`src/rtl/sram_port_arbiter.sv`:
```
`default_nettype none
// ============================================================================
// sram_port_arbiter : two-requester arbiter onto one single-port SRAM, one
// outstanding access. Option macro SRAM_ARB_FIXED_PRIO_EN. Revision: 1.0
// ============================================================================
module sram_port_arbiter #(
    parameter int DATAW = 32,
    parameter int ADDRW = 7
) (
    input  logic                   clk,
    input  logic                   rstx,
    input  logic [1:0]             req_avalid,
    output logic [1:0]             req_aready,
    input  logic [2*DATAW-1:0]     req_adata,
    input  logic [2*ADDRW-1:0]     req_aaddr,
    input  logic [1:0]             req_awren,
    input  logic [2*DATAW/8-1:0]   req_astrb,
    output logic [1:0]             req_rvalid,
    input  logic [1:0]             req_rready,
    output logic [DATAW-1:0]       req_rdata,
    output logic                   mem_avalid,
    input  logic                   mem_aready,
    output logic [DATAW-1:0]       mem_adata,
    output logic [ADDRW-1:0]       mem_aaddr,
    output logic                   mem_awren,
    output logic [DATAW/8-1:0]     mem_astrb,
    input  logic                   mem_rvalid,
    output logic                   mem_rready,
    input  logic [DATAW-1:0]       mem_rdata
);

    localparam int STRBW = DATAW / 8;

    logic r_pending;
    logic r_owner;
`ifndef SRAM_ARB_FIXED_PRIO_EN
    logic r_last;
`endif

    logic w_consume;
    logic w_permit;
    logic w_sel;
    logic w_accept;
    logic w_rv;

    always_comb begin
        w_consume = r_pending & mem_rvalid & req_rready[r_owner];
        // A new grant may overlap the cycle that retires the outstanding response
        w_permit  = rstx & (~r_pending | w_consume);
        w_sel     = req_avalid[1];
        if (req_avalid == 2'b11) begin
`ifdef SRAM_ARB_FIXED_PRIO_EN
            w_sel = 1'b0;
`else
            w_sel = ~r_last;
`endif
        end
        mem_avalid = w_permit & (|req_avalid);
        w_accept   = mem_avalid & mem_aready;
        req_aready = 2'b00;
        if (w_accept) begin
            req_aready = w_sel ? 2'b10 : 2'b01;
        end
        mem_adata  = w_sel ? req_adata[DATAW +: DATAW] : req_adata[0 +: DATAW];
        mem_aaddr  = w_sel ? req_aaddr[ADDRW +: ADDRW] : req_aaddr[0 +: ADDRW];
        mem_awren  = w_sel ? req_awren[1] : req_awren[0];
        mem_astrb  = w_sel ? req_astrb[STRBW +: STRBW] : req_astrb[0 +: STRBW];
        w_rv       = rstx & r_pending & mem_rvalid;
        req_rvalid = {w_rv & r_owner, w_rv & ~r_owner};
        mem_rready = rstx & r_pending & req_rready[r_owner];
        req_rdata  = mem_rdata;
    end

    always_ff @(posedge clk) begin
        if (!rstx) begin
            r_pending <= 1'b0;
            r_owner   <= 1'b0;
`ifndef SRAM_ARB_FIXED_PRIO_EN
            r_last    <= 1'b1;
`endif
        end else if (w_accept) begin
            r_pending <= 1'b1;
            r_owner   <= w_sel;
`ifndef SRAM_ARB_FIXED_PRIO_EN
            r_last    <= w_sel;
`endif
        end else if (w_consume) begin
            r_pending <= 1'b0;
        end
    end

endmodule
`default_nettype wire

```
`config.mk`:
```
export PLATFORM = sky130hd
export DESIGN_NAME = sram_port_arbiter
export DESIGN_NICKNAME = d
export VERILOG_FILES = /design/src/rtl/sram_port_arbiter.sv
export SDC_FILE = /design/constraint.sdc
export NUM_CORES = 1
export LEC_CHECK = 0
export ABC_AREA = 0
export ABC_CLOCK_PERIOD_IN_PS = 1200
export BUFFER_PORTS_ARGS = -buffer_cell sky130_fd_sc_hd__clkbuf_2
export CORE_AREA = 2 2 81 83
export CTS_CLUSTER_DIAMETER = 150
export CTS_CLUSTER_SIZE = 14
export DETAILED_ROUTE_END_ITERATION = 12
export DIE_AREA = 0 0 83 85
export SLEW_MARGIN = 20
export SYNTH_ARGS = -nofsm -noshare
export SYNTH_HDL_FRONTEND = slang
export SYNTH_SLANG_ARGS = --single-unit
```
`constraint.sdc`:
```
create_clock -name clk -period 1.2 [get_ports clk]
set_input_delay 0.06 -clock clk [delete_from_list [all_inputs] [get_ports clk]]
set_output_delay 0.06 -clock clk [all_outputs]
set_load 0.01 [all_outputs]
```
==> results.json <==
{
  "htree_levels": 1,
  "critical_path_required_ns": 1.14,
  "cp.arrival_ns": 1.48,
  "cts_root_buf": "clkbuf_8",
  "start_kind": "flop",
  "n_antenna_cell": 0,
  "via_per_inst": 4.074,
  "wl_met3_um": 436,
  "finalSetupViolations": 47,
  "drive_above_1_share": 0.9234,
  "finClkSkew_ns": 0.002177,
  "crit_chain": "a21boi_4 -> buf_12 -> clkbuf_16 -> mux2_4 -> buf_6",
  "hold_depth": 0,
  "yosysUniqueCellTypes": 21,
  "layout_common_cells": "clkbuf_2, mux2_4, buf_6",
  "wl_mm": 4.046,
  "final_common_cell": "clkbuf_2",
  "antenna_left": 0,
  "critPathMaxStageDelay_ns": 0.33,
  "fp.dieW_um": 83,
  "ys_seq_area_frac": 0.05042,
  "insertion_delay_ns": 0.22,
  "crit_type": "flop to primary output",
  "synthesis.area_um2": 1191,
  "wl_met2_mm": 2.033,
  "rows": 29,
  "postCtsHoldBufs": 0,
  "crit_fanout": 8,
  "initial_core_util": 0.1920,
  "r2r-start": "r_owner$_SDFFE_PN0P_",
  "die_h_um": 85,
  "status": "finished, violations left",
  "wl_met1_mm": 1.561,
  "hold_start": "mem_rdata[12]",
  "highest_layer": "met4",
  "overflow": 0,
  "clk_pin_slew_worst_paths_ns": 0.03,
  "area_growth_pct": 78.89,
  "leakage_nw": 1.213,
  "synth.largest_area_cell": "mux2_4",
  "ios": 210,
  "die_area_um2": 7055,
  "rr_worst_depth": 5,
  "max_freq_mhz": 650.6,
  "gp_congestion": 0.6835,
  "hpwl_mm": 3.088,
  "violations": "setup timing",
  "cts_tree": "yes",
  "grt_max_degree": 25,
  "grt_setup_unrepaired": "true",
  "synth_nets": 236,
  "p_per_area_nw_per_um2": 621.8,
  "yosys-top-cells-area": "mux2_4, buf_4, buf_12, mux2_2, dfxtp_1",
  "portBuffers": 145,
  "end_kind": "primary output",
  "setup_tns_ns": -14.23,
  "setup_ws_ns": -0.3370,
  "synth.top_cell.area_share": 0.4790,
  "pre_cts_slack_ns": -0.1136,
  "max_slew_margin": 0.6878,
  "num_vias": 1271,
  "track_usage": 0.08967,
  "syn_area_per_cell_um2": 11.03,
  "crit_slowest_cell": "dfxtp_2",
  "clock_path_buffers": 2,
  "slew_violations": 0,
  "power.total_w": 0.001325,
  "firstDrtPassIters": 3,
  "drtIter0Drc": 10,
  "synthCells": 108,
  "fin_nets": 364,
  "hold_viol": 0,
  "grt_pass1_vias": 1226,
  "antenna_found_initial": 0,
  "hold_class": "input port to primary output",
  "drcViolationCount": 0,
  "vdd_ir_drop_max_mv": 0.3402,
  "period_minus_slack_ns": 1.537,
  "ys_ff_latch": 3,
  "period_share": 1.281,
  "ys_warn_count": 0,
  "cap_violations": 0,
  "wire_per_inst_um": 12.97,
  "worst_pin_slew_ns": 0.4634,
  "clock_sinks": 3,
  "cp-startpoint": "r_last$_SDFFE_PN1P_",
  "coreArea_um2": 6205,
  "numCtsBuffers": 3,
  "grt_pass1_wl_mm": 5.319
}
==> sequential cells by signal, summed over array words and instances (netlist names) <==
name	flops
r_last	1
r_owner	1
r_pending	1
==> layout make-up <==
class                   instances  area [µm²]
fillers                       646        4074
repair buffers                160        1089
multi-input cells              66       830.8
well taps                      77       96.34
flip-flops and latches          3       62.56
clock buffers                   4       45.04
inverters                       2       7.507
==> path summary, 6_finish.rpt <==
check                                              end  slack, ns
worst max-delay path                      mem_adata[9]      -0.34
worst min-delay path                     req_rdata[12]       0.12
worst max register to register    r_owner$_SDFFE_PN0P_       0.09
worst min register to register  r_pending$_SDFFE_PN0P_       0.62
==> synthesized netlist by cell type <==
cell type	number
a21boi_0	2
a21boi_2	1
a2bb2oi_1	1
buf_12	4
buf_4	32
buf_6	1
dfxtp_1	3
inv_1	2
mux2_2	6
mux2_4	38
mux2i_1	1
nand2_1	2
nand3_1	2
nand3b_4	1
nor2_1	4
nor2b_1	1
nor3_1	2
nor3_2	1
o211ai_1	1
o21ai_0	1
o21ai_2	2
==> critical path, delay by kind of cell, from the launching register on <==
| family | cells | cell delay, ns |
|---|---|---|
| flops | 1 | 0.33 |
| buf+inv | 3 | 0.45 |
| compound gates | 1 | 0.17 |
| mux | 1 | 0.31 |
==> logic make-up after synthesis <==
| group | share of synthesized area |
|---|---|
| DFF | 0.05042 |
| and+or+nand+nor | 0.06618 |
| buffers and inverters | 0.2847 |
| AOI/OAI and AO/OA | 0.05462 |
| muxes | 0.5441 |
==> metrics by stage <==
step	instances	utilization	area (µm²)	hold slack [ns]
after floorplan	108	-	1191	0.2098
after global placement	300	0.2847	1767	0.1201
after detailed placement	300	0.2847	1767	0.1201
after CTS	305	0.2964	1839	0.1201
after global routing	312	0.3434	2131	0.1200
final	312	0.3434	2131	0.1200
==> layer usage <==
metal,GRT usage,vias to the layer above
met5,0,-
met4,0.02683,0
met3,0.03696,2
met2,0.1679,100
met1,0.09112,563
li1,-,606
==> repair_timing <==
item	in CTS	in global routing
gates cloned	0	6
endpoints found under the setup margin	47	47
resized for setup	7	49
buffers inserted	1	1
pin swaps	4	3
==> power by group <==
group,switching (W),internal (W),total (W),leakage (nW)
Sequential,0.00000630,0.000108,0.000115,0.0248
Clock,0.0000692,0.000227,0.000296,0.0228
Combinational,0.000331,0.000583,0.000914,1.17
Power figures use the tool's default switching activity.
